**src/rtl/secded_pkg.sv**
```systemverilog
`default_nettype none
// +----------------------------------------------------------------------------+
// | secded_pkg: extended-Hamming SECDED helpers shared by encoder and decoder   |
// | Revision: 1.0                                                               |
// +----------------------------------------------------------------------------+
package secded_pkg;

  localparam int MAX_DW = 64;
  localparam int MAX_PW = 7;
  localparam int MAX_CW = MAX_DW + MAX_PW + 1;

  typedef enum logic [1:0] {
    NONE = 2'd0,
    SEC  = 2'd1,
    DED  = 2'd2
  } dec_status_e;

  typedef struct packed {
    logic [MAX_PW-1:0] s;
    logic              p;
  } syndrome_t;

  function automatic int calc_pw(input int dw);
    int pw;
    pw = 0;
    for (int p = MAX_PW; p >= 1; p--) begin
      if ((1 << p) >= dw + p + 1) pw = p;
    end
    return pw;
  endfunction

  function automatic logic is_pow2(input int i);
    return (i & (i - 1)) == 0;
  endfunction

  // Data bits fill the non-power-of-two positions in ascending order.
  function automatic logic [MAX_CW-1:0] secded_encode(input int dw, input logic [MAX_DW-1:0] data);
    logic [MAX_CW-1:0] c;
    logic              par;
    int                cw;
    int                j;
    int                pos;
    c  = '0;
    cw = dw + calc_pw(dw) + 1;
    j  = 0;
    for (int i = 1; i < MAX_CW; i++) begin
      if (i < cw && !is_pow2(i)) begin
        c[i[6:0]] = data[j[5:0]];
        j++;
      end
    end
    for (int k = 0; k < MAX_PW; k++) begin
      par = 1'b0;
      for (int i = 1; i < MAX_CW; i++) begin
        if (((i >> k) & 1) != 0) par = par ^ c[i[6:0]];
      end
      pos = 1 << k;
      if (pos < cw) c[pos[6:0]] = par;
    end
    c[0] = ^c;
    return c;
  endfunction

  function automatic syndrome_t secded_syndrome(input int dw, input logic [MAX_CW-1:0] c);
    syndrome_t r;
    int        cw;
    cw  = dw + calc_pw(dw) + 1;
    r.s = '0;
    r.p = c[0];
    for (int i = 1; i < MAX_CW; i++) begin
      if (i < cw && c[i[6:0]]) begin
        r.s = r.s ^ i[MAX_PW-1:0];
        r.p = ~r.p;
      end
    end
    return r;
  endfunction

  function automatic logic [MAX_DW-1:0] secded_extract(input int dw, input logic [MAX_CW-1:0] c);
    logic [MAX_DW-1:0] d;
    int                cw;
    int                j;
    d  = '0;
    cw = dw + calc_pw(dw) + 1;
    j  = 0;
    for (int i = 1; i < MAX_CW; i++) begin
      if (i < cw && !is_pow2(i)) begin
        d[j[5:0]] = c[i[6:0]];
        j++;
      end
    end
    return d;
  endfunction

endpackage
`default_nettype wire

```
**src/rtl/secded_dec.sv**
```systemverilog
`default_nettype none
// +----------------------------------------------------------------------------+
// | secded_dec: combinational SECDED decoder (correct single, flag double)     |
// | Revision: 1.0                                                               |
// +----------------------------------------------------------------------------+
module secded_dec
  import secded_pkg::*;
#(
  parameter int DW = 10,
  parameter int CW = DW + calc_pw(DW) + 1
) (
  input  logic [CW-1:0] cw_i,
  output logic [DW-1:0] data_o,
  output dec_status_e   status_o
);

  logic [MAX_CW-1:0] w_cw;
  logic [MAX_CW-1:0] w_fixed;
  logic [MAX_DW-1:0] w_data;
  syndrome_t         w_syn;
  logic              w_unused;

  always_comb begin
    w_cw          = '0;
    w_cw[CW-1:0]  = cw_i;
    w_syn         = secded_syndrome(DW, w_cw);
    w_fixed       = w_cw;
    status_o      = NONE;
    if (w_syn.p) begin
      status_o = SEC;
      // A syndrome beyond the codeword means a multi-bit hit aliasing as single; nothing to flip.
      if (int'(w_syn.s) < CW) w_fixed[w_syn.s] = ~w_fixed[w_syn.s];
    end else if (w_syn.s != '0) begin
      status_o = DED;
    end
    w_data = secded_extract(DW, w_fixed);
  end

  assign data_o   = w_data[DW-1:0];
  assign w_unused = ^w_data;

endmodule
`default_nettype wire

```
**src/rtl/secded_ecc_fifo.sv**
```systemverilog
`default_nettype none
// +----------------------------------------------------------------------------+
// | secded_ecc_fifo: flop-array FIFO storing SECDED codewords, with counters   |
// | Revision: 1.0                                                               |
// +----------------------------------------------------------------------------+
module secded_ecc_fifo
  import secded_pkg::*;
#(
  parameter  int DW    = 10,
  parameter  int DEPTH = 8,
  parameter  int CNT_W = 8,
  localparam int PW    = calc_pw(DW),
  localparam int CW    = DW + PW + 1,
  localparam int AW    = $clog2(DEPTH)
) (
  input  logic             clk,
  input  logic             reset_n,
  input  logic             i_fifo_wreq,
  input  logic             i_fifo_rreq,
  input  logic [DW-1:0]    i_data,
  input  logic [CW-1:0]    i_inj_mask,
  input  logic             i_cnt_clr,
  output logic             o_fifo_empty,
  output logic             o_fifo_full,
  output logic [AW:0]      o_level,
  output logic [DW-1:0]    o_data,
  output logic             o_valid,
  output logic             o_sec_err,
  output logic             o_ded_err,
  output logic [CNT_W-1:0] o_sec_cnt,
  output logic [CNT_W-1:0] o_ded_cnt
);

  localparam logic [AW:0] FULL_LVL = DEPTH[AW:0];

  logic [CW-1:0]     mem_q [DEPTH];
  logic [AW-1:0]     wptr_q, rptr_q;
  logic [AW:0]       level_q, level_d;
  logic              empty_q, full_q, valid_q, sec_q, ded_q;
  logic [DW-1:0]     data_q;
  logic [CNT_W-1:0]  sec_cnt_q, ded_cnt_q;
  logic              w_rd, w_wr;
  logic [MAX_DW-1:0] w_din;
  logic [MAX_CW-1:0] w_enc;
  logic [DW-1:0]     w_dec_data;
  dec_status_e       w_dec_st;
  logic              w_unused;

  assign w_rd = i_fifo_rreq & ~empty_q;
  assign w_wr = i_fifo_wreq & (~full_q | w_rd);

  always_comb begin
    w_din         = '0;
    w_din[DW-1:0] = i_data;
    w_enc         = secded_encode(DW, w_din);
  end
  assign w_unused = ^w_enc;

  always_comb begin
    level_d = level_q;
    if (w_wr && !w_rd)      level_d = level_q + 1'b1;
    else if (!w_wr && w_rd) level_d = level_q - 1'b1;
  end

  secded_dec #(.DW(DW), .CW(CW)) u_dec (
    .cw_i     (mem_q[rptr_q]),
    .data_o   (w_dec_data),
    .status_o (w_dec_st)
  );

  // Storage is deliberately left out of reset.
  always_ff @(posedge clk) begin
    if (w_wr) mem_q[wptr_q] <= w_enc[CW-1:0] ^ i_inj_mask;
  end

  always_ff @(posedge clk or negedge reset_n) begin
    if (!reset_n) begin
      wptr_q    <= '0;
      rptr_q    <= '0;
      level_q   <= '0;
      empty_q   <= 1'b1;
      full_q    <= 1'b0;
      valid_q   <= 1'b0;
      sec_q     <= 1'b0;
      ded_q     <= 1'b0;
      data_q    <= '0;
      sec_cnt_q <= '0;
      ded_cnt_q <= '0;
    end else begin
      if (w_wr) wptr_q <= wptr_q + 1'b1;
      if (w_rd) rptr_q <= rptr_q + 1'b1;
      level_q <= level_d;
      empty_q <= (level_d == '0);
      full_q  <= (level_d == FULL_LVL);
      valid_q <= w_rd;
      sec_q   <= w_rd && (w_dec_st == SEC);
      ded_q   <= w_rd && (w_dec_st == DED);
      if (w_rd) data_q <= w_dec_data;
      if (i_cnt_clr) begin
        sec_cnt_q <= '0;
        ded_cnt_q <= '0;
      end else begin
        if (w_rd && w_dec_st == SEC && sec_cnt_q != '1) sec_cnt_q <= sec_cnt_q + 1'b1;
        if (w_rd && w_dec_st == DED && ded_cnt_q != '1) ded_cnt_q <= ded_cnt_q + 1'b1;
      end
    end
  end

  assign o_fifo_empty = empty_q;
  assign o_fifo_full  = full_q;
  assign o_level      = level_q;
  assign o_data       = data_q;
  assign o_valid      = valid_q;
  assign o_sec_err    = sec_q;
  assign o_ded_err    = ded_q;
  assign o_sec_cnt    = sec_cnt_q;
  assign o_ded_cnt    = ded_cnt_q;

endmodule
`default_nettype wire

```
**config.mk**
```make
export PLATFORM = sky130hd
export DESIGN_NAME = secded_ecc_fifo
export DESIGN_NICKNAME = d
export VERILOG_FILES = /design/src/rtl/secded_pkg.sv /design/src/rtl/secded_dec.sv /design/src/rtl/secded_ecc_fifo.sv
export SDC_FILE = /design/constraint.sdc
export NUM_CORES = 1
export LEC_CHECK = 0
export ABC_AREA = 1
export ABC_CLOCK_PERIOD_IN_PS = 2600
export BUFFER_PORTS_ARGS = -buffer_cell sky130_fd_sc_hd__clkbuf_2
export CAP_MARGIN = 10
export CORE_MARGIN = 1.5
export CORE_UTILIZATION = 40
export CTS_CLUSTER_SIZE = 8
export DETAILED_ROUTE_END_ITERATION = 12
export GPL_ROUTABILITY_DRIVEN = 0
export GPL_TIMING_DRIVEN = 0
export SYNTH_ARGS = -nofsm -noshare
export SYNTH_HDL_FRONTEND = slang
export SYNTH_SLANG_ARGS = --single-unit
```
**constraint.sdc**
```tcl
create_clock -name clk -period 2.6 [get_ports clk]
set_input_delay 0.26 -clock clk [delete_from_list [all_inputs] [get_ports clk]]
set_output_delay 0.26 -clock clk [all_outputs]
set_load 0.01 [all_outputs]
```
**Yosys cells after proc, flatten, opt, wreduce, memory -nomap -nowiden**

Memories as Yosys holds them, arrays and structs flattened.
Index checks and enable logic that the tools add are counted.
Widths: inputs -> output; s select.

- Add/sub/neg operators: 6
- Order comparisons: 3
- Equality and inequality tests: 5
- Mux-type cells: 31
- Bitwise logic cells: 54
- Reduce and logical (&&, ||, !) cells: 14

Operator list:

| cell | number |
|---|---|
| $bwmux 72 | 1 |
| $reduce_xor 72->1 | 1 |
| $mux 5 | 7 |
| $mux 8 | 4 |
| $mux 15 | 2 |
| $mux 4 | 6 |
| $xor 1x1->1 | 20 |
| $not 1->1 | 17 |
| $add 8x1->8 const B | 2 |
| $ne 8x8->1 const B | 2 |
| $xor 15x15->15 | 1 |
| $not 2->2 | 6 |
| $not 3->3 | 4 |
| $lt 7x8->1 const B | 1 |
| $bmux 1 s7 | 1 |
| $demux 1 s7 | 1 |
| $ge 7x1->1 const B | 1 |
| $logic_and 1x1->1 | 7 |
| $lt 7x4->1 const B | 1 |
| $reduce_bool 7->1 | 1 |
| $add 3x1->3 const B | 2 |
| $mux 2 | 3 |
| $mux 3 | 2 |
| $add 4x1->4 const B | 1 |
| other kinds (11) | 19 |

- Bits in registers: 41
- Bits in writable memories: 120
- Input bits: 30
- Output and inout port bits: 35
- Word-level logic and storage cells: 125
- Memories kept: 1

Memories:

| name | depth | width | read ports | clocked after memory_dff | write ports | RTL line | RTL |
|---|---|---|---|---|---|---|---|
| mem_q | 8 | 15 | 1 | 0 | 1 | secded_ecc_fifo.sv:36 | `logic [CW-1:0] mem_q [DEPTH];` |

**Logic depth before layout (Yosys ltp)**

An unclocked memory read counts as a cell.

- Word-level depth: 37
- Gate-level depth with buffers: 26
- Depth with buffers taken out: 24

**Hierarchy**

From an unflattened synthesis, not the netlist that was laid out.

- Cells, all modules: 854
- Area total of the unflattened synthesis: 8060.2 sq um

By module, submodules not included:

| module | instances | cells each | area an instance (sq um) | seq. area each (sq um) |
|---|---|---|---|---|
| secded_ecc_fifo | 1 | 668 | 7104.3 | 4630.7 |
| secded_dec | 1 | 186 | 955.9 | 0.0 |

**Worst setup path after synthesis**

Ideal clock, no wire load.

- Path kind: register -> register
- Start: register empty_q (netlist: o_fifo_empty)
- End: memory mem_q[4][0] (netlist bit) (enable)
- Setup time: 386 ps
- Arrival time: 2189 ps
- Data required time: 2214 ps
- Path slack: 24 ps
- Stages on the path, launching flop included: 7
- Path buffers: 0
- Period minus slack after synthesis: 2576 ps
- Cells stage by stage: dfstp_2 nor2_2 inv_1 a21oi_1 inv_1 or2_2 nor2_1

- Longest elaborated chain between the ends: 6

Ends and longest elaborated chain:

| item | RTL line | RTL |
|---|---|---|
| start: declaration | secded_ecc_fifo.sv:39 | `logic empty_q, full_q, valid_q, sec_q, ded_q;` |
| start signal: assignment | secded_ecc_fifo.sv:93 | `empty_q <= (level_d == '0);` |
| $not 1->1 | secded_ecc_fifo.sv:49 | `assign w_rd = i_fifo_rreq & ~empty_q;` |
| $and 1x1->1 | secded_ecc_fifo.sv:49 |  |
| $or 1x1->1 | secded_ecc_fifo.sv:50 | `assign w_wr = i_fifo_wreq & (~full_q \| w_rd);` |
| $and 1x1->1 | secded_ecc_fifo.sv:50 |  |
| $mux 1 | secded_ecc_fifo.sv:73 | `if (w_wr) mem_q[wptr_q] <= w_enc[CW-1:0] ^ i_inj_mask;` |
| $mux 1 (not written as such) | secded_ecc_fifo.sv:73 |  |
| end: declaration | secded_ecc_fifo.sv:36 |  |

Every way passes these cells.

**Worst setup path in the final report**

- Start: register rptr_q[0]
- End: register data_q[7] (netlist: o_data[7])

- Longest elaborated chain between the ends: 30

Ends and longest elaborated chain:

| item | RTL line | RTL |
|---|---|---|
| start: declaration | secded_ecc_fifo.sv:37 | `logic [AW-1:0] wptr_q, rptr_q;` |
| start signal: assignment | secded_ecc_fifo.sv:91 | `if (w_rd) rptr_q <= rptr_q + 1'b1;` |
| $mem_v2 8x15 * | n/a |  |
| branches (longest 28 deep; another with $mux 5) | n/a |  |
| $mux 15 * | secded_dec.sv:29 | `if (w_syn.p) begin` |
| end signal: assignment | secded_ecc_fifo.sv:98 | `if (w_rd) data_q <= w_dec_data;` |
| end: declaration | secded_ecc_fifo.sv:40 | `logic [DW-1:0] data_q;` |

Mark *: on every way between the ends. The select of a mux whose other input is x is not followed.
A chain may end at the register's enable or synchronous reset.

==> qor.yml <==
slew_headroom_pct: 29.26
initialDrtViolationCount: 335
port_buffers: 64
synth.distinct_cells: 42
crit_type: "flop to flop"
async_reset_ff_share_pct: 25.47
crit_required_ns: 2.92
maxCapViolCount: 0
critPathLaunchType: "flop"
synth_mux_area_share_pct: 0
worstPathArrival_ns: 3.11
worst-path-stages: 23
synth_top_family_by_area: "simple AND/OR/NAND/NOR gates"
grt_max_degree: 42
worst-path-max-fanout: 10
worstReg2RegEnd: "o_data[7]$_DFFE_PN0P_"
synth-compound-area-share_pct: 2.902
crit_top_cell: "nand2_1"
clock_path_buffers: 2
clk_latency_ns: 0.43
layout-drive-gt1-share_pct: 30.18
antenna_found_initial: 0
r2r_start: "rptr_q[0]$_DFFE_PN0P_"
timing.final.crit_share_pct: 107.3
fin_util_pct: 53.00
dp.final_hpwl_um: 14760
path_clk_slew_ns: 0.07
ys.flop_type: "edfxtp_1"
min_path_type: "input pin to asynchronous set/reset pin"
grt_use_total_pct: 20.04
slew_viol_final: 0
post_drt_wl_per_cell_um: 15.98
cpLargestDelayFamily: "simple AND/OR/NAND/NOR gates"
worstRegToRegCells: 23
synth_nets: 1020
finalNetCount: 1155
die_x_um: 150.2
worst-path-buf-inv: 4
reg2reg_setup_slack_ns: -0.19
yosys.area_share.simple_pct: 29.92
die_area_mm2: 0.02256
finalHoldViolations: 0
ys_warn_count: 0
drc: 0
coreArea_mm2: 0.02115
cts_made_buffers: 17
syn_inst: 984
tightest_slew_ns: 1.061
antennaDiodeCount: 0
ys_seq_area_share_pct: 53.44
die_h_um: 150.2
slowest_delay_ns: 0.41
initial_utilization_pct: 40.97
grt_pass1_vias: 6266
grt_pass1_wl_um: 33910
finalClockSkew_ns: 0.01285
rows: 53
synth_edf_count: 120
synthAdderAreaFrac_pct: 0.8663
post-place-ws_ns: -0.3999
rsz0062_at_grt: "true"
setup_ws_ns: -0.1908
run_status: "finished with violations"
clock-sinks: 161
syn_area_mm2: 0.008666
vias: 6985
max_freq_mhz: 358.3
cts_root_buf: "clkbuf_16"
worst_path_max_delay_cell: "dfrtp_1"
synthToLayoutAreaGrowth_pct: 29.38
postRouteAntennaNets: 0
violations: "negative setup slack"
holdWs_ns: 0.01476
setup_violations: 26
drt-total-wl_um: 22450
tritoncts: "yes"
cts_hold_buffers: 0
grt_overflow: 0
ios: 65
cts_max_level: 4
critPathCaptureType: "flop"
drt_pass1_iterations: 5
via_per_inst: 4.972
period_needed_ns: 2.791
ys_ff_latch: 161
synth_xor_area_share_pct: 5.544
syn_avg_cell_area_um2: 8.807
cp_cell_sequence: "buf_12 > buf_12 > nor2_2 > nor2_1 > o21ai_2 > nand2_1 > o21ai_2 > buf_4 > nand3_1 > nand2_2 > inv_2 > nand2_4 > nand2_8 > nand2_1 > nand2_1 > nand2_1 > nand2_1 > nand2_2 > nand2_4 > nor2_4 > nand2_1 > nand3_1 > nand2_1"
## registers in the layout, summed over array words and instances, names as in the netlist
register,cells
mem_q,120
o_sec_cnt,8
rptr_q,3
o_sec_err,1
o_fifo_full,1
o_valid,1
o_fifo_empty,1
o_ded_err,1
o_data,10
o_ded_cnt,8
wptr_q,3
o_level,4
## cell families after synthesis
kind of cell / after synthesis
AND/OR/NAND/NOR: 580
flip-flops: 161
buffers and inverters: 137
XOR/XNOR: 54
AO/OA/AOI/OAI: 46
adder cells (fa/ha/maj): 6
## stage by stage
| stage | cell area [um2] | setup TNS (ns) | cells |
|---|---|---|---|
| after CTS | 10640 | -1.142 | 1389 |
| final | 11210 | -4.062 | 1405 |
| after global routing | 11210 | -8.091 | 1405 |
| after global placement | 9330 | -127.24 | 1323 |
| after floorplan | 8666 | 0 | 984 |
| after detailed placement | 9467 | -32.29 | 1331 |
## final cells by class
cell class                      count  area (um2)
Buffer                             31       321.6
Clock buffer                       17       425.4
Clock inverter                     13       130.1
Fill cell                        1870        9942
Inverter                          106       426.7
Multi-Input combinational cell    689        4099
Sequential cell                   161        4631
Tap cell                          275       344.1
Timing Repair Buffer              113       834.6
## layout by cell type (no fill, tap or decap), drive strengths merged, types with 15 or more instances in the layout
| cell type | synthesis | routed |
|---|---|---|
| inv | 106 | 109 |
| xnor2 | 24 | 24 |
| edfxtp | 120 | 120 |
| nand2 | 366 | 367 |
| dfrtp | 40 | 40 |
| xor2 | 30 | 30 |
| nand3 | 107 | 107 |
| o21ai | 38 | 38 |
| buf | 27 | 73 |
| clkbuf | 4 | 88 |
| nand4 | 14 | 15 |
| nor2 | 85 | 86 |
## worst max-delay path by stage
stage                                 from                    end
floorplan           o_fifo_empty$_DFF_PN1_  mem_q[4][0]$_DFFE_PP_
global placement    o_fifo_empty$_DFF_PN1_  mem_q[6][3]$_DFFE_PP_
detailed placement   rptr_q[2]$_DFFE_PN0P_  o_data[2]$_DFFE_PN0P_
CTS                  rptr_q[0]$_DFFE_PN0P_  o_data[2]$_DFFE_PN0P_
global route         rptr_q[1]$_DFFE_PN0P_  o_data[0]$_DFFE_PN0P_
finish               rptr_q[0]$_DFFE_PN0P_  o_data[7]$_DFFE_PN0P_
## cells in the mapped netlist, types with 5 or more instances
| cell type | count | area share, % |
|---|---|---|
| o21ai_1 | 14 | 0.81 |
| o21ai_0 | 20 | 1.2 |
| buf_4 | 5 | 0.43 |
| buf_2 | 9 | 0.52 |
| nand2_1 | 338 | 15 |
| nand4_1 | 13 | 0.94 |
| nand2_4 | 7 | 0.91 |
| ha_1 | 6 | 0.87 |
| a21oi_1 | 5 | 0.29 |
| nand2_2 | 20 | 1.4 |
| dfrtp_1 | 40 | 12 |
| nand3_2 | 6 | 0.69 |
| xor2_1 | 29 | 2.9 |
| inv_1 | 100 | 4.3 |
| edfxtp_1 | 120 | 42 |
| xnor2_1 | 24 | 2.4 |
| nand3_1 | 100 | 5.8 |
| buf_6 | 10 | 1.3 |
| inv_2 | 5 | 0.22 |
| nor2_1 | 79 | 3.4 |
## timing repair
action                     4_1_cts  5_1_grt
pin swaps                       40       47
buffers inserted                23       14
setup endpoints to repair      130       51
gates resized for setup         93      105
gates cloned                     5        2
## per-layer routing
layer | wire length (um) | share of wire, % | global-route usage [%] | vias to the layer above
li1 | - | - | - | 3447
met1 | 10070 | 45 | 27.11 | 3309
met2 | 10840 | 48 | 33.28 | 199
met3 | 1209 | 5.4 | 3.636 | 30
met4 | 330 | 1.5 | 4.902 | 0
met5 | 0 | 0 | 0 | -
Power is not shown: default switching activity piles up to over one toggle a cycle in this logic, so the estimate is an artifact.
